$ cat src/rtl/scan_decoder.sv
// rtl/scan_decoder.sv - registered N-to-2^N active-low decoder with direct and auto-scan modes
// Optional anti-ghosting blanking is enabled by defining SCAN_BLANK_EN.
module scan_decoder #(
    parameter int SEL_W     = 2,
    parameter int DIV       = 50000,
    parameter int BLANK_CYC = 4
) (
    input  logic                i_clk,
    input  logic                i_rst_n,
    input  logic                i_dis,
    input  logic                i_mode,
    input  logic [SEL_W-1:0]    i_sel,
    output logic [2**SEL_W-1:0] o_y_n,
    output logic [SEL_W-1:0]    o_idx,
    output logic                o_tick
);
    localparam int N     = 2**SEL_W;
    localparam int CNT_W = $clog2(DIV);

    if (SEL_W < 1 || SEL_W > 4 || DIV < 2 || BLANK_CYC < 0 || BLANK_CYC >= DIV) begin : g_bad_param
        $error("scan_decoder: illegal parameter combination");
    end

    logic [CNT_W-1:0] r_cnt;
    logic [SEL_W-1:0] r_idx;
    logic [N-1:0]     r_y_n;
    logic             r_tick;
    logic             w_wrap;
    logic [SEL_W-1:0] w_idx_next;
    logic             w_blank;
    logic [N-1:0]     w_y_next;

    assign w_wrap = (r_cnt == CNT_W'(DIV - 1));

    always_comb begin
        w_idx_next = r_idx;
        if (i_dis)
            w_idx_next = r_idx;
        else if (!i_mode)
            w_idx_next = i_sel;
        else if (w_wrap)
            w_idx_next = r_idx + 1'b1;
    end

`ifdef SCAN_BLANK_EN
    localparam int BLANK_LOAD = (BLANK_CYC == 0) ? 0 : BLANK_CYC - 1;

    logic [CNT_W-1:0] r_blank;
    logic             w_chg;

    // r_blank holds the number of forced-off cycles still owed after the current one
    assign w_chg   = (w_idx_next != r_idx) && (BLANK_CYC != 0);
    assign w_blank = w_chg || (r_blank != '0);

    always_ff @(posedge i_clk or negedge i_rst_n) begin
        if (!i_rst_n)
            r_blank <= '0;
        else if (w_chg)
            r_blank <= CNT_W'(BLANK_LOAD);
        else if (r_blank != '0)
            r_blank <= r_blank - 1'b1;
    end
`else
    assign w_blank = 1'b0;
`endif

    assign w_y_next = (i_dis || w_blank) ? '1 : ~(N'(1) << w_idx_next);

    always_ff @(posedge i_clk or negedge i_rst_n) begin
        if (!i_rst_n) begin
            r_cnt  <= '0;
            r_tick <= 1'b0;
            r_idx  <= '0;
            r_y_n  <= '1;
        end else begin
            r_cnt  <= w_wrap ? '0 : r_cnt + 1'b1;
            r_tick <= w_wrap;
            r_idx  <= w_idx_next;
            r_y_n  <= w_y_next;
        end
    end

    assign o_y_n  = r_y_n;
    assign o_idx  = r_idx;
    assign o_tick = r_tick;

endmodule
$ cat config.mk
export PLATFORM = sky130hd
export DESIGN_NAME = scan_decoder
export DESIGN_NICKNAME = d
export VERILOG_FILES = /design/src/rtl/scan_decoder.sv
export SDC_FILE = /design/constraint.sdc
export NUM_CORES = 1
export LEC_CHECK = 0
export BUFFER_PORTS_ARGS = -buffer_cell sky130_fd_sc_hd__buf_2
export CAP_MARGIN = 30
export CORE_MARGIN = 8
export CORE_UTILIZATION = 25
export CTS_CLUSTER_SIZE = 30
export DETAILED_ROUTE_END_ITERATION = 6
export SLEW_MARGIN = 20
export SYNTH_ARGS = -nofsm -noshare
export SYNTH_HDL_FRONTEND = slang
export SYNTH_SLANG_ARGS = --single-unit
export TNS_END_PERCENT = 30
$ cat constraint.sdc
create_clock -name i_clk -period 3.1 [get_ports i_clk]
set_input_delay 0.62 -clock i_clk [delete_from_list [all_inputs] [get_ports i_clk]]
set_output_delay 0.62 -clock i_clk [all_outputs]
set_load 0.02 [all_outputs]
==> results of run 1 <==
==> area by class of cell <==
cell class	instances	area share [%]
Sequential cell	23	44.44
Multi-Input combinational cell	76	40.80
Inverter	3	0.8621
Timing Repair Buffer	13	5.172
Tap cell	52	4.981
Clock buffer	3	3.161
Clock inverter	1	0.5747
==> logic make-up after synthesis <==
logic type      Yosys count  synth area share, %
flops                    23                50.93
mux                       4                3.513
xor+xnor                 13                9.989
compound gates            9                6.915
simple gates             49                25.25
fa+ha+maj                 1                1.098
buf+inv                   7                2.305
==> synthesized netlist by cell type (2+ instances only) <==
cell type,number,area [sq um]
nand3_1,7,35.03
nor3_1,4,20.02
inv_1,3,11.26
nor2_1,11,41.29
mux2i_1,4,40.04
clkbuf_1,3,11.26
or2_1,2,12.51
xor2_1,5,43.79
nor4_1,3,18.77
nand4_1,3,18.77
nand2_1,4,15.01
dfrtp_1,19,475.5
xnor2_1,8,70.07
nor2b_1,2,12.51
dfstp_2,4,105.1
==> where the power goes <==
part | leakage (nW) | switching (W) | internal [W]
Combinational | 0.218 | 0.0000363 | 0.0000220
Clock | 0.0217 | 0.0000955 | 0.0000907
Sequential | 0.289 | 0.00000807 | 0.000312
==> layout by cell type (no fill, tap or decap), drive strengths merged, types with 2 or more instances in the layout <==
cell type	instances
buf	13
clkbuf	3
dfrtp	19
dfstp	4
inv	3
mux2i	4
nand2	4
nand3	7
nand4	3
nor2	11
nor2b	2
nor3	4
nor4	4
or2	3
or3b	2
xnor2	8
xor2	5
==> critical path, stage by stage, from the launching register on <==
cell and delay (ps):
dfrtp_1 440, or4b_4 580, o41a_1 440, a2111oi_2 440
or3b_1 400
==> registers in the layout (all words and copies together), names as in the netlist <==
register and flops:
o_tick 1, o_idx 2, o_y_n 4, r_cnt 16
==> through the flow <==
stage | cell area (sq um) | util (%)
floorplan | 1140 | -
global placement | 1257 | 28.68
detailed placement | 1257 | 28.68
CTS | 1306 | 29.79
global route | 1306 | 29.79
finish | 1306 | 29.79
==> routing by layer <==
| metal | vias to the layer above | track usage (%) | share of wire [%] |
|---|---|---|---|
| li1 | 401 | - | - |
| met1 | 392 | 7.443 | 47 |
| met2 | 16 | 10.82 | 48 |
| met3 | 4 | 1.855 | 3.6 |
| met4 | 0 | 2.826 | 1.4 |
| met5 | - | 0 | 0 |
==> path summary, 6_finish.rpt <==
check                                     from                  end
max                         r_cnt[7]$_DFF_PN0_   o_y_n[2]$_DFF_PN1_
max reg2reg                 r_cnt[7]$_DFF_PN0_   o_y_n[2]$_DFF_PN1_
min in group i_clk         r_cnt[15]$_DFF_PN0_  r_cnt[15]$_DFF_PN0_
min                                    i_rst_n   o_idx[1]$_DFF_PN0_
max in group asynchronous              i_rst_n   o_y_n[1]$_DFF_PN1_
min reg2reg                r_cnt[15]$_DFF_PN0_  r_cnt[15]$_DFF_PN0_
==> flow_metrics.tcl, run 1 <==
set metrics [dict create \
    outcome "completed" \
    antenna_found_initial 0 \
    peakVddDrop_mv 0.2757 \
    drtIter0Drc 28 \
    syn-num-nets 113 \
    dp_cells 167 \
    synth-seq-cells 23 \
    clock_latency_ps 260 \
    p_leak_nw 0.5278 \
    end_kind "register" \
    hold_path.class "primary input to async pin" \
    layout_setup_ws_ps 721.9 \
    synth_warnings 0 \
    holdWs_ps 320.3 \
    final.setup.tns_ps 0 \
    final_cells 171 \
    regArea_sq_um 580.6 \
    total_power_w 0.0005643 \
    clkSinkCount 23 \
    maxCapViolCount 0 \
    drive_above_1_share_pct 21.85 \
    p_per_area_nw_per_um2 432.0 \
    grt_pass1_vias 878 \
    ys_types 39 \
    dp_hpwl_um 1652 \
    avgSynthCellArea_sq_um 10.75 \
    grt_use_total_pct 6.463 \
    async_reset_ff_share_pct 100.0 \
    fin_skew_ps 2.584 \
    coreArea_sq_um 4384 \
    rsz0062_at_grt "no" \
    initial_utilization_pct 26.00 \
    synth_edf_count 0 \
    portBuffers 12 \
    grt_pass1_wl_um 3801 \
    via_per_inst 4.754 \
    dieArea_sq_um 6976 \
    post_cts_resized 0 \
    htreeDepth 1 \
    cts_buffers 3 \
    synth_flop_cell "dfrtp_1" \
    timing.fmax_mhz 420.5 \
    slew_headroom_pct 58.34 \
    layout.nets 127 \
    setup_viol 0 \
    fillers 461 \
    ios 13 \
    dp_slack_ps 716.5 \
    critPathLaunchType "register" \
    rr_worst_depth 4 \
    clk_pin_slew_ps 80 \
    grt_max_degree 24 \
    clock_path_buffers 2 \
    die_h_um 83.53 \
    first_pass_iters 4 \
    path_class "register to register" \
    drc 0 \
    grt-ovfl-total 0 \
    hold_viol 0 \
    gp_congestion 0.8160 \
    antenna_cells 0 \
    critPathArrivalTime_ps 2560 \
    finalCritPeriodShare_pct 76.71 \
    vias 813 \
    multiInputGateArea_sq_um 533.0 \
    drv_slew 0 \
    cts_root_buffer "clkbuf_8" \
    worst_pin_slew_ps 619.2 \
    ys_seq_area_share_pct 50.93 \
    syn-cell-area_sq_um 1140 \
    min_period_ps 2378 \
    cp_max_fo 5 \
    netlist_instances 106 \
    postCtsSetupRepairBufs 0 \
    synthToLayoutAreaGrowth_pct 14.60 \
    rrSetupSlack_ps 720 \
    antenna_left 0 \
    die_x_um 83.53 \
    avgRoutedWirePerCell_um 12.70 \
    rows 24 \
    required_ps 3290 \
    ctsHoldBuffers 0 \
    cts_tree "done" \
    drt-total-wl_um 2172 \
]
Note: power is estimated with default switching activity, not from simulation.
==> run 2, diff against run 1 <==
==> constraint.sdc (replaced) <==
create_clock -name i_clk -period 1.9 [get_ports i_clk]
set_input_delay 0.38 -clock i_clk [delete_from_list [all_inputs] [get_ports i_clk]]
set_output_delay 0.38 -clock i_clk [all_outputs]
set_load 0.02 [all_outputs]
==> flow_metrics.tcl, run 2 (synthesis results as in run 1) <==
set metrics [dict create \
    clk_pin_slew_ps 90 \
    stdcell_area_sq_um 1536 \
    finalCritPeriodShare_pct 106.9 \
    portBuffers 12 \
    grt_use_total_pct 7.489 \
    grt_pass1_vias 964 \
    ios 13 \
    die_x_um 83.53 \
    cts_tree "done" \
    dp_slack_ps -153.3 \
    rrSetupSlack_ps -130 \
    outcome "finished, violations left" \
    cts_root_buffer "clkbuf_8" \
    setup_viol 6 \
    end_kind "register" \
    grt-ovfl-total 0 \
    die_h_um 83.53 \
    hold_viol 0 \
    dieArea_sq_um 6976 \
    wl_met3_um 74 \
    path_cells "or4b_4 > buf_4 > nor4_4 > buf_4 > a2111oi_4 > a2111o_1" \
    htreeDepth 1 \
    antenna_cells 0 \
    min_period_ps 2031 \
    cp_top_family "simple AND/OR/NAND/NOR gates" \
    path_buf_inv 2 \
    first_pass_iters 4 \
    wl_met1_um 1169 \
    grt_max_degree 24 \
    fin_skew_ps 4.136 \
    via_per_inst 4.708 \
    timing.fmax_mhz 492.4 \
    vias 918 \
    drv_slew 0 \
    drive_above_1_share_pct 38.46 \
    peakVddDrop_mv 0.2312 \
    largest_register_ffs 16 \
    critPathLaunchType "register" \
    rows 24 \
    drtIter0Drc 60 \
    grt_pass1_wl_um 4464 \
    layout_common_cells "25 x buf_4, 19 x dfrtp_1, 12 x buf_2, 11 x nor2_1, 8 x xnor2_1" \
    drt-total-wl_um 2507 \
    p_leak_nw 0.6745 \
    layout.nets 151 \
    largest-register "r_cnt" \
    path_class "register to register" \
    max_stage_delay_ps 560 \
    clkSinkCount 23 \
    regArea_sq_um 580.6 \
    coreArea_sq_um 4384 \
    drc 0 \
    violations "negative setup slack" \
    slew_headroom_pct 66.37 \
    fillers 447 \
    cts_buffers 3 \
    avgRoutedWirePerCell_um 12.86 \
    dp_cells 188 \
    synthToLayoutAreaGrowth_pct 34.80 \
    critPathArrivalTime_ps 2220 \
    rsz0062_at_grt "yes" \
    initial_utilization_pct 26.00 \
    maxCapViolCount 0 \
    dp_hpwl_um 1966 \
    required_ps 2090 \
    p_per_area_nw_per_um2 612.0 \
    placed_area_sq_um 1419 \
    ctsHoldBuffers 0 \
    top_layer_used "met4" \
    hold_path.class "primary input to async pin" \
    critPathMostFrequentCell "buf_4" \
    final_cells 195 \
    met2_length_um 1201 \
    gp_congestion 0.7869 \
    cpMaxStageDelayCell "or4b_4" \
    final.setup.tns_ps -468.9 \
    worst_pin_slew_ps 504.4 \
    regToRegEndpoint "o_y_n[1]$_DFF_PN1_" \
    clock_latency_ps 270 \
    antenna_found_initial 0 \
    layout_setup_ws_ps -130.9 \
    cp_max_fo 3 \
    multiInputGateArea_sq_um 585.6 \
    antenna_left 0 \
    rr_worst_depth 6 \
    clock_path_buffers 2 \
    final_common_cell "buf_4" \
    r2r_start "r_cnt[4]$_DFF_PN0_" \
]
-- run 2: worst max-delay path by stage --
| stage | startpoint | to | slack (ps) | cells past startpoint |
|---|---|---|---|---|
| after global placement | r_cnt[13]$_DFF_PN0_ | o_y_n[2]$_DFF_PN1_ | -120 | 4 |
| after CTS | r_cnt[13]$_DFF_PN0_ | o_y_n[2]$_DFF_PN1_ | -130 | 4 |
| after global routing | r_cnt[4]$_DFF_PN0_ | o_y_n[1]$_DFF_PN1_ | -200 | 6 |
| after detailed placement | r_cnt[13]$_DFF_PN0_ | o_y_n[2]$_DFF_PN1_ | -150 | 4 |
| after floorplan | r_cnt[13]$_DFF_PN0_ | o_y_n[2]$_DFF_PN1_ | -140 | 4 |
| final | r_cnt[4]$_DFF_PN0_ | o_y_n[1]$_DFF_PN1_ | -130 | 6 |
-- run 2: power breakdown --
group | switching (W) | internal [W]
Combinational | 0.0000702 | 0.0000448
Clock | 0.000163 | 0.000146
Sequential | 0.00000714 | 0.000509
Total | 0.000240 | 0.000700
-- run 2: final cells by class --
type	instances	area share, %
clock buffer	3	2.687
clock inverter	1	0.3257
inverter	3	0.7329
multi-input combinational	76	38.11
sequential	23	37.79
tap	52	4.235
timing repair buffer	37	16.12
-- run 2: metrics by stage --
stage	util, %	power [W]	hold WS, ps
6_report	35.05	0.0009403	70.07
2_1_floorplan	-	0.0005883	84.41
3_3_place_gp	32.36	0.0006306	370.5
5_1_grt	35.05	0.0009881	110.1
3_5_place_dp	32.36	0.0006333	385.9
4_1_cts	34.30	0.0009461	94.18
-- run 2: layer usage --
layer	vias up	global-route usage (%)
met5	-	0
met2	11	12.52
li1	449	-
met1	453	8.815
met4	0	4.239
met3	5	1.270
-- run 2: timing repair --
item,CTS,global route
gates cloned,0,0
setup buffers,1,2
resized for setup,4,3
pin swaps,1,2
endpoints found under the setup margin,5,8
==> run 3, diff against run 2 <==
--- a/config.mk
+++ b/config.mk
@@ -5,9 +5,9 @@
 export SDC_FILE = /design/constraint.sdc
 export NUM_CORES = 1
 export LEC_CHECK = 0
-export BUFFER_PORTS_ARGS = -buffer_cell sky130_fd_sc_hd__buf_2
+export BUFFER_PORTS_ARGS = -buffer_cell sky130_fd_sc_hd__buf_4
 export CAP_MARGIN = 30
-export CORE_MARGIN = 8
+export CORE_MARGIN = 2
 export CORE_UTILIZATION = 25
 export CTS_CLUSTER_SIZE = 30
 export DETAILED_ROUTE_END_ITERATION = 6
==> flow_metrics.tcl, run 3 (synthesis results as in run 1) <==
set metrics [dict create \
    vias 899 \
    violations "negative hold slack, negative setup slack" \
    dp_hpwl_um 1853 \
    largest-register "r_cnt" \
    largest_register_ffs 16 \
    rr_worst_depth 4 \
    coreArea_sq_um 4384 \
    ios 13 \
    peakVddDrop_mv 0.2679 \
    first_pass_iters 4 \
    regToRegEndpoint "o_y_n[2]$_DFF_PN1_" \
    critPathArrivalTime_ps 2270 \
    maxCapViolCount 0 \
    stdcell_area_sq_um 1535 \
    cts_buffers 3 \
    r2r_start "r_cnt[12]$_DFF_PN0_" \
    rrSetupSlack_ps -190 \
    cp-endpoint "o_y_n[2]$_DFF_PN1_" \
    grt_use_total_pct 10.14 \
    grt_pass1_wl_um 4209 \
    cp_max_fo 4 \
    placed_area_sq_um 1449 \
    cp_top_family "simple AND/OR/NAND/NOR gates" \
    portBuffers 12 \
    hold_viol 11 \
    p_leak_nw 0.6723 \
    drive_above_1_share_pct 37.14 \
    use_met3_pct 1.266 \
    setup_viol 5 \
    clock_latency_ps 260 \
    grt-ovfl-total 0 \
    fin_skew_ps 1.784 \
    drt-total-wl_um 2489 \
    initial_utilization_pct 26.00 \
    antenna_cells 0 \
    path_buf_inv 0 \
    drc 0 \
    min_period_ps 2088 \
    slew_headroom_pct 77.39 \
    outcome "finished, violations left" \
    hold_path.class "primary input to async pin" \
    grt_pass1_vias 973 \
    clk_pin_slew_ps 80 \
    timing.fmax_mhz 479.0 \
    grt.met1_usage_pct 13.70 \
    clkSinkCount 23 \
    grt_max_degree 24 \
    die_h_um 71.53 \
    synthToLayoutAreaGrowth_pct 34.69 \
    via_per_inst 4.682 \
    cp_num_cells 4 \
    path_class "register to register" \
    worst_pin_slew_ps 336.1 \
    final_cells 192 \
    p_per_area_nw_per_um2 614.5 \
    clock_path_buffers 2 \
    dp_cells 188 \
    critPathLaunchType "register" \
    utilization_pct 35.02 \
    layout.nets 148 \
    gp_congestion 0.7133 \
    htreeDepth 1 \
    final_common_cell "buf_4" \
    layout_setup_ws_ps -187.6 \
    cts_tree "done" \
    layout_common_cells "34 x buf_4, 19 x dfrtp_1, 11 x nor2_1, 8 x xnor2_1, 6 x nand3_1" \
    antenna_found_initial 0 \
    rows 24 \
    die_x_um 71.53 \
    timing.critical_path.from "r_cnt[12]$_DFF_PN0_" \
    rsz0062_at_grt "yes" \
    avgRoutedWirePerCell_um 12.96 \
    dieArea_sq_um 5116 \
    grt_util_met2_pct 16.77 \
    cts_root_buffer "clkbuf_8" \
    path_cells "or4bb_4 > o41a_1 > a2111oi_4 > or3b_1" \
    grt_busiest_layer "met2" \
    end_kind "register" \
    antenna_left 0 \
    cpMaxStageDelayCell "or4bb_4" \
    max_stage_delay_ps 570 \
    required_ps 2080 \
    holdWs_ps -4.184 \
    finalCritPeriodShare_pct 109.9 \
    drv_slew 0 \
    drtIter0Drc 30 \
    ctsHoldBuffers 0 \
]
## run 3: cell count changes in the layout (fill, tap and decap cells not counted)
cell | previous run | this run
buf_4 | 25 | 34
mux2i_4 | 1 | 0
mux2i_2 | 1 | 2
buf_2 | 12 | 0
## run 3: how the worst min path moves through the flow
stage / slack (ps) / depth (start not counted) / from / endpoint
after floorplan: 80 / 0 / i_rst_n / o_idx[0]$_DFF_PN0_
after global placement: 280 / 1 / i_rst_n / r_cnt[8]$_DFF_PN0_
after detailed placement: 290 / 1 / i_rst_n / o_tick$_DFF_PN0_
after CTS: 4 / 1 / i_rst_n / r_cnt[6]$_DFF_PN0_
after global routing: 10 / 1 / i_rst_n / r_cnt[0]$_DFF_PN0_
final: -4 / 1 / i_rst_n / o_tick$_DFF_PN0_
## run 3: through the flow
step | setup WS (ps) | TNS [ps] | power, W
2_1_floorplan | -138.6 | -195.2 | 0.0005883
3_3_place_gp | -110.7 | -172.8 | 0.0006453
3_5_place_dp | -167.8 | -307.1 | 0.0006462
4_1_cts | -177.6 | -442.1 | 0.0009450
5_1_grt | -274.3 | -1008 | 0.0009841
6_report | -187.6 | -559.9 | 0.0009434
## run 3: cell type report
class / instances / area [sq um]
fill: 444 / 2849
sequential: 23 / 580.6
tap: 52 / 65.06
inverter: 3 / 11.26
clock buffer: 3 / 41.29
clock inverter: 1 / 5.005
multi-input combinational: 76 / 576.8
timing repair buffer: 34 / 255.2
## run 3: metal layers
metal	part of all wire, %	vias up	routed length (um)
li1	-	446	-
met5	0	-	0
met3	3.0	2	74
met1	47	439	1163
met2	49	12	1227
met4	0.92	0	23
## run 3: repair_timing
action                                  4_1_cts  5_1_grt
buffers inserted                              0        0
gates resized for setup                       1        5
endpoints found under the setup margin        6        7
pin swaps                                     1        0
## run 3: worst register-to-register path: cells and delay by family, from the launching register on
family | cells | cell delay, ps
simple gates | 2 | 960
compound gates | 2 | 670
flops | 1 | 380
## run 3: power by group
group	leakage, nW	internal, W	switching (W)	total, W
clock	0.0255	0.000146	0.000154	0.000300
sequential	0.289	0.000509	0.00000850	0.000517
combinational	0.358	0.0000567	0.0000700	0.000127
total	0.672	0.000711	0.000232	0.000943
